===== src/rtl/enemy_spawn_scheduler.sv =====
// enemy_spawn_scheduler
//
// Sequences the two falling enemy cars. After reset it parks both enemies
// off-screen, launches enemy 0 in the left lane and, after a stagger delay,
// enemy 1 in the right lane. Each enemy is respawned at a random lane/row
// when it reaches the despawn row. While running it ramps the speed offset
// handed to the enemy clock divider. A collision freezes everything until
// reset.
//
// Ports
//   enemy_clk                      scheduler clock
//   reset                          synchronous, active-high reset
//   collision_i                    collision level from the collision ALU
//   enemy_y0_i, enemy_y1_i         current y of enemy 0 / 1
//   rnd_x0_i, rnd_y0_i             random respawn position for enemy 0
//   rnd_x1_i, rnd_y1_i             random respawn position for enemy 1
//   spawn_en0_o, spawn_en1_o       one-cycle load strobe to enemy 0 / 1
//   spawn_x0_o, spawn_y0_o         load position for enemy 0 (held between strobes)
//   spawn_x1_o, spawn_y1_o         load position for enemy 1 (held between strobes)
//   accel_o                        speed offset to the enemy clock divider
//   rand_load_o                    LFSR seed load, high for every reset cycle
//   state_o                        PARK=0, WARMUP=1, RUN=2, CRASH=3

module enemy_spawn_scheduler #(
  parameter int unsigned LANE_LEFT    = 197,
  parameter int unsigned LANE_RIGHT   = 361,
  parameter int unsigned INITIAL_Y    = 0,
  parameter int unsigned PARK_Y       = 610,
  parameter int unsigned DESPAWN_Y    = 620,
  parameter int unsigned STAGGER      = 250,
  parameter int unsigned ACCEL_PERIOD = 500,
  parameter int unsigned ACCEL_STEP   = 1000,
  parameter int unsigned ACCEL_MAX    = 100000
) (
  input  logic        enemy_clk,
  input  logic        reset,
  input  logic        collision_i,
  input  logic [9:0]  enemy_y0_i,
  input  logic [9:0]  enemy_y1_i,
  input  logic [9:0]  rnd_x0_i,
  input  logic [9:0]  rnd_y0_i,
  input  logic [9:0]  rnd_x1_i,
  input  logic [9:0]  rnd_y1_i,
  output logic        spawn_en0_o,
  output logic        spawn_en1_o,
  output logic [9:0]  spawn_x0_o,
  output logic [9:0]  spawn_y0_o,
  output logic [9:0]  spawn_x1_o,
  output logic [9:0]  spawn_y1_o,
  output logic [24:0] accel_o,
  output logic        rand_load_o,
  output logic [1:0]  state_o
);

  // The tick counter serves both the launch stagger and the accel period.
  localparam int unsigned TickMax = (STAGGER > ACCEL_PERIOD) ? STAGGER : ACCEL_PERIOD;
  localparam int unsigned TickW   = $clog2(TickMax + 1);

  localparam logic [TickW-1:0] TickLaunch0 = TickW'(1);
  localparam logic [TickW-1:0] TickLaunch1 = TickW'(STAGGER);
  localparam logic [TickW-1:0] TickStep    = TickW'(ACCEL_PERIOD - 1);

  localparam logic [9:0]  LaneLeft  = 10'(LANE_LEFT);
  localparam logic [9:0]  LaneRight = 10'(LANE_RIGHT);
  localparam logic [9:0]  InitialY  = 10'(INITIAL_Y);
  localparam logic [9:0]  ParkY     = 10'(PARK_Y);
  localparam logic [9:0]  DespawnY  = 10'(DESPAWN_Y);
  localparam logic [24:0] AccelStep = 25'(ACCEL_STEP);
  localparam logic [24:0] AccelMax  = 25'(ACCEL_MAX);

  typedef enum logic [1:0] {
    StPark   = 2'd0,
    StWarmup = 2'd1,
    StRun    = 2'd2,
    StCrash  = 2'd3
  } state_e;

  state_e           state_q;
  logic [TickW-1:0] tick_q;
  logic [24:0]      accel_q;
  logic             launched1_q;
  logic             spawn_en0_q, spawn_en1_q;
  logic [9:0]       spawn_x0_q, spawn_y0_q, spawn_x1_q, spawn_y1_q;
  logic             rand_load_q;

  logic        despawn0, despawn1;
  logic [24:0] accel_sum, accel_next;

  // Enemy 1 sits at whatever y it had before launch; only trust its despawn
  // row once it has actually been launched.
  assign despawn0 = (enemy_y0_i == DespawnY);
  assign despawn1 = (enemy_y1_i == DespawnY) && launched1_q;

  // Wraps to zero instead of saturating so the difficulty ramp cycles.
  assign accel_sum  = accel_q + AccelStep;
  assign accel_next = (accel_sum >= AccelMax) ? 25'd0 : accel_sum;

  always_ff @(posedge enemy_clk) begin
    if (reset) begin
      state_q     <= StPark;
      tick_q      <= '0;
      accel_q     <= '0;
      launched1_q <= 1'b0;
      spawn_en0_q <= 1'b0;
      spawn_en1_q <= 1'b0;
      spawn_x0_q  <= LaneLeft;
      spawn_y0_q  <= ParkY;
      spawn_x1_q  <= LaneRight;
      spawn_y1_q  <= ParkY;
      rand_load_q <= 1'b1;
    end else begin
      rand_load_q <= 1'b0;
      spawn_en0_q <= 1'b0;
      spawn_en1_q <= 1'b0;

      unique case (state_q)
        StPark: begin
          state_q <= StWarmup;
          tick_q  <= '0;
        end

        StWarmup: begin
          if (collision_i) begin
            state_q <= StCrash;
          end else begin
            tick_q <= tick_q + 1'b1;

            // A launch on a lane takes precedence over its respawn.
            if (tick_q == TickLaunch0) begin
              spawn_en0_q <= 1'b1;
              spawn_x0_q  <= LaneLeft;
              spawn_y0_q  <= InitialY;
            end else if (despawn0) begin
              spawn_en0_q <= 1'b1;
              spawn_x0_q  <= rnd_x0_i;
              spawn_y0_q  <= rnd_y0_i;
            end

            if (tick_q == TickLaunch1) begin
              spawn_en1_q <= 1'b1;
              spawn_x1_q  <= LaneRight;
              spawn_y1_q  <= InitialY;
              launched1_q <= 1'b1;
              state_q     <= StRun;
              tick_q      <= '0;
            end else if (despawn1) begin
              spawn_en1_q <= 1'b1;
              spawn_x1_q  <= rnd_x1_i;
              spawn_y1_q  <= rnd_y1_i;
            end
          end
        end

        StRun: begin
          if (collision_i) begin
            state_q <= StCrash;
          end else begin
            if (tick_q == TickStep) begin
              tick_q  <= '0;
              accel_q <= accel_next;
            end else begin
              tick_q <= tick_q + 1'b1;
            end

            if (despawn0) begin
              spawn_en0_q <= 1'b1;
              spawn_x0_q  <= rnd_x0_i;
              spawn_y0_q  <= rnd_y0_i;
            end

            if (despawn1) begin
              spawn_en1_q <= 1'b1;
              spawn_x1_q  <= rnd_x1_i;
              spawn_y1_q  <= rnd_y1_i;
            end
          end
        end

        StCrash: begin
          // Terminal until reset; tick, accel and positions hold.
          state_q <= StCrash;
        end

        default: state_q <= StPark;
      endcase
    end
  end

  assign spawn_en0_o = spawn_en0_q;
  assign spawn_en1_o = spawn_en1_q;
  assign spawn_x0_o  = spawn_x0_q;
  assign spawn_y0_o  = spawn_y0_q;
  assign spawn_x1_o  = spawn_x1_q;
  assign spawn_y1_o  = spawn_y1_q;
  assign accel_o     = accel_q;
  assign rand_load_o = rand_load_q;
  assign state_o     = state_q;

endmodule

===== config.mk =====
export PLATFORM = sky130hd
export DESIGN_NAME = enemy_spawn_scheduler
export DESIGN_NICKNAME = d
export VERILOG_FILES = /design/src/rtl/enemy_spawn_scheduler.sv
export SDC_FILE = /design/constraint.sdc
export NUM_CORES = 1
export LEC_CHECK = 0
export ABC_AREA = 1
export BUFFER_PORTS_ARGS = -buffer_cell sky130_fd_sc_hd__buf_2
export CAP_MARGIN = 20
export CORE_ASPECT_RATIO = 1.25
export CORE_MARGIN = 5
export CORE_UTILIZATION = 55
export CTS_CLUSTER_SIZE = 8
export DETAILED_ROUTE_END_ITERATION = 12
export PLACE_DENSITY_LB_ADDON = 0.1
export SETUP_SLACK_MARGIN = 0.3
export SYNTH_ARGS = -nofsm -noshare
export SYNTH_HDL_FRONTEND = slang
export SYNTH_SLANG_ARGS = --single-unit

===== constraint.sdc =====
create_clock -name enemy_clk -period 4.4 [get_ports enemy_clk]
set_input_delay 0.44 -clock enemy_clk [delete_from_list [all_inputs] [get_ports enemy_clk]]
set_output_delay 0.44 -clock enemy_clk [all_outputs]
set_load 0.02 [all_outputs]

==> out/qor.txt, run 1 <==
status - finished, final reports clean
most used flip-flop cell after synthesis - sky130_fd_sc_hd__dfxtp_1
Global Route Usage Sum - 24.8%
maximum single-stage delay on the critical path - 0.61 ns
r2r setup slk - 1.46 ns
CTS tree - built
Compound-Gate Fraction of Synth Area - 8.28%
chain of cells forming the critical path - inv_1 -> ha_1 -> o21ai_1 -> nor4_1 -> nand2_1 -> inv_1 -> o21ai_0 -> o21ai_0
adder-cell area share of the yosys netlist - 2.74%
required time of the critical path - 4.61 ns
yosys warns - 0
post-synthesis mux area share - 1.10%
XOR/XNOR share of the synthesized area - 0.426%
clock tree buffer depth - 2
count of distinct cell types in the synthesized netlist - 36
Max-Slew Margin vs Limit - 51.3%
Syn Area/Cell - 7.00 um^2
sort of element at the end of the critical path - flip-flop
Placer Congestion - 0.882
part of the total power dissipated in the clock network - 32.9%
chip width - 87.3 um
sequential share of power - 47.0%
Vias - 4277
ys async rst share - 0%
Worst Hold End - spawn_x1_o[6]$_SDFFE_PP1P_
fraction of the cycle the final worst path needs - 66.9%
Worst EP arrival - 3.15 ns
Cell Pwr Density - 326 nW/um^2
port buffer count - 129
slew at the pin with the worst max-slew slack - 0.725 ns
max cap viols - 0
skew final - 0.0123 ns
# resized after CTS - 0
Post-Synthesis Cells - 587
final design instance area without fill - 4930 um^2
clock tree sinks - 77
sum of buffers and inverters on the critical path - 2
startpoint of the lowest-slack hold path - rnd_x1_i[6]
chip height - 107 um
number of standard cells in the final layout excluding fillers - 805
cell total after placement - 789
slowest cell on the critical path - sky130_fd_sc_hd__o21ai_1
post-synthesis sequential area ratio - 37.5%
peak supply drop - 0.259 mV
final total negative setup slack - 0 ns
Cell Int Power - 1100 uW
Via-to-Cell Ratio - 5.31
Switching Fraction - 31.7%
final layout net count - 780
DRC violation total after the first TritonRoute iteration - 177
I/O pins - 133
RR Endpoint - spawn_y0_o[9]$_SDFFE_PP1P_
CP Class - flip-flop to flip-flop
Pre-Repair DR Iteration Count - 5
clock latency on the worst-skew pair - 0.35 ns
global-route wire length before repair - 18800 um
fraction of the mapped netlist area in simple logic gates - 40.7%
reg-to-reg startpoint - state_o[0]$_SDFFE_PP0P_
routed length per placed instance - 14.0 um
grt ovf - 0
final hold viol count - 0
startpoint type of the worst setup path - flip-flop
logic depth of the worst register-to-register path - 8
max-slew violations - 0
min cycle time layout - 2.94 ns
fraction of layout instances using a drive strength above 1 - 27.8%
area enclosed by the die boundary - 9320 um^2
Yosys reg bits - 77
register clock-pin slew on the reported worst setup and hold paths - 0.09 ns
half-perimeter wire length of the detailed placement result - 8710 um
number of remaining DRC errors - 0
Final ANT Viol Nets - 0
static leakage - 0.00235 uW
Cell Rows - 35
floorplan core area - 7310 um^2
count of flip-flops with a built-in enable after synthesis - 0
area share of the leading cell type in the synthesized netlist - 37.5%
H-tree levels - 3
post-CTS setup buffer count - 0
clock buffer count from CTS - 9
effective utilization at floorplan - 56.2%
final WL - 11300 um
largest family of logic cells by synthesized area - simple AND/OR/NAND/NOR gates
highest clock frequency the design can meet - 0.340 GHz
setup repair after global routing missed its margin - false
worst hold path depth - 3
endpoints failing setup - 0
net switching power figure - 509 uW
hold bufs inserted after CTS - 0
Synth area leaders - sky130_fd_sc_hd__dfxtp_1 (37%), sky130_fd_sc_hd__nand2_1 (12%), sky130_fd_sc_hd__nor2_1 (6.3%)
relative contribution of combinational cells to total power - 20.1%
largest net degree at the start of global routing - 33
placed standard-cell area - 4740 um^2
library cell with the largest summed area after synthesis - sky130_fd_sc_hd__dfxtp_1
final core utilization - 67.5%
clock tree root buffer cell - sky130_fd_sc_hd__clkbuf_8
final-layout fill cell count - 661
number of global-route vias before repair - 4251
Max Fanout on Critical Path - 21
number of inserted diodes - 0
cell area after synthesis - 4110 um^2
antenna violations before repair - 0
cell family with the largest share of critical-path delay - compound AO/OA/AOI/OAI gates
Post-Route Hold Slack - 0.282 ns
Layout area overhead - 20.0%
Tightest Hold Check Type - input pin to flip-flop
## layout make-up
class                           instances  area, um^2  area share, %
Tap cell                               92         115           2.33
Clock buffer                           10         128           2.59
Inverter                               63         236           4.79
Clock inverter                          6        61.3           1.24
Sequential cell                        77        1540           31.2
Multi-Input combinational cell        427        2200           44.6
Timing Repair Buffer                  130         653           13.2
## worst reg2reg max path, delay by kind of cell (launching register included)
family | cells | cell delay [ns]
fa+ha+maj | 1 | 0.27
simple gates | 2 | 0.59
compound gates | 3 | 0.96
flops | 1 | 0.41
buf+inv | 2 | 0.58
## worst max path at each step
stage                                             to                    start  slack, ns  depth (start not counted)
after global routing      spawn_y0_o[1]$_SDFFE_PP1P_  state_o[0]$_SDFFE_PP0P_       1.12                          8
final                     spawn_y0_o[9]$_SDFFE_PP1P_  state_o[0]$_SDFFE_PP0P_       1.46                          8
after global placement    spawn_y0_o[1]$_SDFFE_PP1P_  state_o[0]$_SDFFE_PP0P_       1.63                          8
after detailed placement  spawn_y0_o[1]$_SDFFE_PP1P_  state_o[0]$_SDFFE_PP0P_       1.46                          8
after CTS                 spawn_y0_o[1]$_SDFFE_PP1P_  state_o[0]$_SDFFE_PP0P_       1.46                          8
after floorplan              state_o[0]$_SDFFE_PP0P_  state_o[0]$_SDFFE_PP0P_       2.33                          9
## synth_stat cells, types with 4 or more instances
master	instances
sky130_fd_sc_hd__inv_1	52
sky130_fd_sc_hd__nand3_1	37
sky130_fd_sc_hd__mux2_2	4
sky130_fd_sc_hd__nor2_4	10
sky130_fd_sc_hd__nor2_1	69
sky130_fd_sc_hd__nand4_1	28
sky130_fd_sc_hd__nand2_1	135
sky130_fd_sc_hd__clkbuf_1	10
sky130_fd_sc_hd__o21ai_0	23
sky130_fd_sc_hd__nor4_1	4
sky130_fd_sc_hd__nor2_2	5
sky130_fd_sc_hd__nor3_1	26
sky130_fd_sc_hd__nand2_2	10
sky130_fd_sc_hd__dfxtp_1	77
sky130_fd_sc_hd__inv_2	11
sky130_fd_sc_hd__buf_4	5
sky130_fd_sc_hd__o21ai_1	4
sky130_fd_sc_hd__a21oi_1	37
sky130_fd_sc_hd__ha_1	9
sky130_fd_sc_hd__nand2_4	4
## power groups by stage
stage / logic [uW] / clock network (uW) / registers [uW]
CTS: 323 / 538 / 756
global route: 365 / 566 / 761
finish: 324 / 529 / 756
global placement: 316 / 0 / 770
floorplan: 190 / 0 / 797
detailed placement: 322 / 0 / 773
## layer usage
metal / global-route usage, % / wire, um / vias up
met3: 6.61 / 700 / 30
met2: 45.1 / 5890 / 135
li1: - / - / 2150
met4: 9.54 / 331 / 0
met1: 26.7 / 4350 / 1962
met5: 0 / 0 / -
## logic make-up after synthesis
group                    Yosys count
AND/OR/NAND/NOR                  342
buffers and inverters             85
flip-flops                        77
AO/OA/AOI/OAI                     67
adder cells (fa/ha/maj)            9
multiplexers                       4
XOR/XNOR                           2
other                              1
## state kept, by name, summed over array words and instances (netlist names)
name	count
rand_load_o	1
spawn_y0_o	10
spawn_y1_o	10
spawn_x1_o	10
accel_o	22
launched1_q	1
spawn_en0_o	1
spawn_en1_o	1
tick_q	9
spawn_x0_o	10
state_o	2
## through the flow
| step | power, uW | setup slack [ns] |
|---|---|---|
| 4_1_cts | 1620 | 1.46 |
| 3_3_place_gp | 1090 | 1.63 |
| 2_1_floorplan | 987 | 2.33 |
| 5_1_grt | 1690 | 1.12 |
| 6_report | 1610 | 1.46 |
| 3_5_place_dp | 1090 | 1.46 |
## placed cells by master, fill, tap and decap left out, types with 2 or more instances in the layout
cell / n
sky130_fd_sc_hd__inv_2: 11
sky130_fd_sc_hd__a21oi_1: 37
sky130_fd_sc_hd__nor2_4: 10
sky130_fd_sc_hd__clkbuf_8: 9
sky130_fd_sc_hd__nor3b_1: 3
sky130_fd_sc_hd__o21ai_1: 4
sky130_fd_sc_hd__nor2_2: 5
sky130_fd_sc_hd__nor2_1: 69
sky130_fd_sc_hd__nor3_1: 26
sky130_fd_sc_hd__nand3_2: 3
sky130_fd_sc_hd__clkinv_2: 3
sky130_fd_sc_hd__nand2_1: 135
sky130_fd_sc_hd__o21ai_0: 23
sky130_fd_sc_hd__ha_1: 9
sky130_fd_sc_hd__nor4_1: 4
sky130_fd_sc_hd__nand4_1: 28
sky130_fd_sc_hd__nand3_1: 37
sky130_fd_sc_hd__mux2_2: 4
sky130_fd_sc_hd__buf_2: 129
sky130_fd_sc_hd__nor2_8: 2
sky130_fd_sc_hd__nand2_4: 4
sky130_fd_sc_hd__nor3_2: 2
sky130_fd_sc_hd__nand2_2: 10
sky130_fd_sc_hd__conb_1: 3
sky130_fd_sc_hd__inv_1: 52
sky130_fd_sc_hd__or2_2: 2
sky130_fd_sc_hd__o22ai_1: 2
sky130_fd_sc_hd__dfxtp_1: 77
No activity file was read; power rests on OpenSTA's default activity.
==> run 2, diff against run 1 <==
Settings changed: CORE_UTILIZATION 55 to 51.
Clock period 4.4 ns to 3 ns, I/O delays scaled along.
==> run 2 against run 1 <==
Net effect: non-clock buffer count rose by 4; power up 59%; critical path depth up 2; hold slack lost 0.14 ns; die area rose by 7.0%; setup slack worse by 0.75 ns; critical path type unchanged; via count is 1.4% lower.
==> out/qor.txt, run 2 (synthesis gave the netlist of run 1 again) <==
chip height - 110 um (+3.5%)
final layout net count - 784 (+0.51%)
I/O pins - 133 (unchanged)
slew at the pin with the worst max-slew slack - 0.648 ns (-0.0779 ns)
fraction of layout instances using a drive strength above 1 - 28.2% (+0.40 points)
met3 wire length - 694 um (-0.86%)
number of inserted diodes - 0 (unchanged)
CTS tree - built
clock tree root buffer cell - sky130_fd_sc_hd__clkbuf_8
chip width - 90.3 um (+3.4%)
endpoints failing setup - 0 (unchanged)
clock buffer count from CTS - 9 (unchanged)
most common cell after layout, fill and taps aside - sky130_fd_sc_hd__nand2_1
clock latency on the worst-skew pair - 0.35 ns (about the same)
Pre-Repair DR Iteration Count - 7 (+2)
clock tree sinks - 77 (unchanged)
port buffer count - 129 (unchanged)
routed length per placed instance - 13.5 um (-3.8%)
static leakage - 0.00239 uW (+1.8%)
number of remaining DRC errors - 0 (unchanged)
min cycle time layout - 2.29 ns (-0.652 ns)
Layout area overhead - 22.2%
effective utilization at floorplan - 52.5% (-3.8 points)
DRC violation total after the first TritonRoute iteration - 226 (+28%)
status - finished, final reports clean
Via-to-Cell Ratio - 5.19 (-2.3%)
post-layout total power - 2560 uW (+59%)
largest net degree at the start of global routing - 32 (-3.0%)
number of global-route vias before repair - 3954 (-7.0%)
Max Fanout on Critical Path - 21 (unchanged)
number of flip-flops in the largest register - 22 (unchanged)
Cell Pwr Density - 510 nW/um^2 (+56%)
Worst EP arrival - 2.57 ns (-0.58 ns)
global-route wire length before repair - 17800 um (-5.3%)
startpoint of the lowest-slack hold path - rnd_x0_i[2]
grt ovf - 0 (unchanged)
max cap viols - 0 (unchanged)
sort of element at the end of the critical path - flip-flop
H-tree levels - 3 (unchanged)
Placer Congestion - 0.872 (-1.1%)
# resized after CTS - 0 (unchanged)
CP Class - flip-flop to flip-flop
setup repair after global routing missed its margin - false
area enclosed by the die boundary - 9970 um^2 (+7.0%)
DP Worst Slack - 0.743 ns (-0.714 ns)
Cell Rows - 36 (+2.9%)
post-CTS setup buffer count - 0 (unchanged)
final total negative setup slack - 0 ns (unchanged)
clock tree buffer depth - 2 (unchanged)
final core utilization - 64.1% (-3.3 points)
register clock-pin slew on the reported worst setup and hold paths - 0.08 ns (about the same)
highest metal layer used by the detailed router - met4
peak supply drop - 0.325 mV (+25%)
Max-Slew Margin vs Limit - 56.8% (+5.5 points)
required time of the critical path - 3.28 ns (-1.33 ns)
antenna violations before repair - 0 (unchanged)
floorplan core area - 7840 um^2 (+7.2%)
final hold viol count - 0 (unchanged)
Tightest Hold Check Type - input pin to flip-flop
r2r setup slk - 0.71 ns (-0.75 ns)
met2 WL post-DR - 5520 um (-6.2%)
highest clock frequency the design can meet - 0.437 GHz (+28%)
Final ANT Viol Nets - 0 (unchanged)
wire length on met1 - 4460 um (+2.6%)
final WL - 10900 um (-3.0%)
startpoint type of the worst setup path - flip-flop
half-perimeter wire length of the detailed placement result - 8330 um (-4.4%)
skew final - 0.0125 ns (+0.000254 ns)
worst setup path startpoint - state_o[0]$_SDFFE_PP0P_
hold bufs inserted after CTS - 0 (unchanged)
fraction of the cycle the final worst path needs - 76.3% (+9.5 points)
max-slew violations - 0 (unchanged)
Vias - 4217 (-1.4%)
final worst setup slack - 0.710 ns (-0.748 ns)
reg-to-reg startpoint - state_o[0]$_SDFFE_PP0P_
Global Route Usage Sum - 21.7% (-3.1 points)
most used cells in the layout excluding fill and tap cells - sky130_fd_sc_hd__nand2_1 (135), sky130_fd_sc_hd__buf_2 (129), sky130_fd_sc_hd__dfxtp_1 (77), sky130_fd_sc_hd__nor2_1 (69), sky130_fd_sc_hd__inv_1 (52)
==> run 2: cell types whose count changed in the layout (fill, tap and decap cells not counted), sizes merged <==
cell / previous run / this run
buf: 130 / 134
clkbuf: 10 / 11
clkinv: 3 / 0
bufinv: 1 / 3
==> run 2: layer usage <==
metal / global-route usage [%] / vias up
li1: - / 2156
met1: 24.8 / 1917
met2: 38.4 / 120
met3: 7.13 / 24
met4: 7.34 / 0
met5: 0 / -
==> run 2: worst max-delay path, stage by stage (launching register included) <==
cell and delay (ns):
sky130_fd_sc_hd__dfxtp_1 0.36, sky130_fd_sc_hd__inv_1 0.11, sky130_fd_sc_hd__ha_1 0.24, sky130_fd_sc_hd__o21ai_1 0.09, sky130_fd_sc_hd__buf_4 0.17, sky130_fd_sc_hd__nor4_1 0.18
sky130_fd_sc_hd__nand2_1 0.08, sky130_fd_sc_hd__buf_4 0.20, sky130_fd_sc_hd__inv_1 0.48, sky130_fd_sc_hd__o21ai_0 0.15, sky130_fd_sc_hd__o21ai_0 0.15
==> run 2: per-stage QoR <==
stage	area [um^2]	hold slack, ns	cells
after floorplan	4120	0.328	589
after global placement	4780	0.449	796
after detailed placement	4780	0.453	796
after CTS	5030	0.124	812
after global routing	5030	0.120	812
final	5030	0.140	812
==> run 2: where the power goes <==
part,internal [uW],switching (uW),total [uW],leakage (uW)
sequential,1070,41.7,1110,0.000622
combinational,172,311,482,0.00165
clock,579,394,973,0.000120
total,1820,747,2560,0.00239
==> run 2: layout make-up <==
cell class | count | area [um^2]
clock buffer | 11 | 141
clock inverter | 5 | 106
fill | 736 | 2810
inverter | 63 | 236
multi-input combinational | 427 | 2200
sequential | 77 | 1540
tap | 95 | 119
timing repair buffer | 134 | 683
==> run 2: path summary, 6_finish.rpt <==
kind | end | depth (start not counted)
max | spawn_y0_o[1]$_SDFFE_PP1P_ | 10
min | spawn_x0_o[2]$_SDFFE_PP1P_ | 3
max reg2reg | spawn_y0_o[1]$_SDFFE_PP1P_ | 10
min reg2reg | spawn_y1_o[7]$_SDFFE_PP0P_ | 2
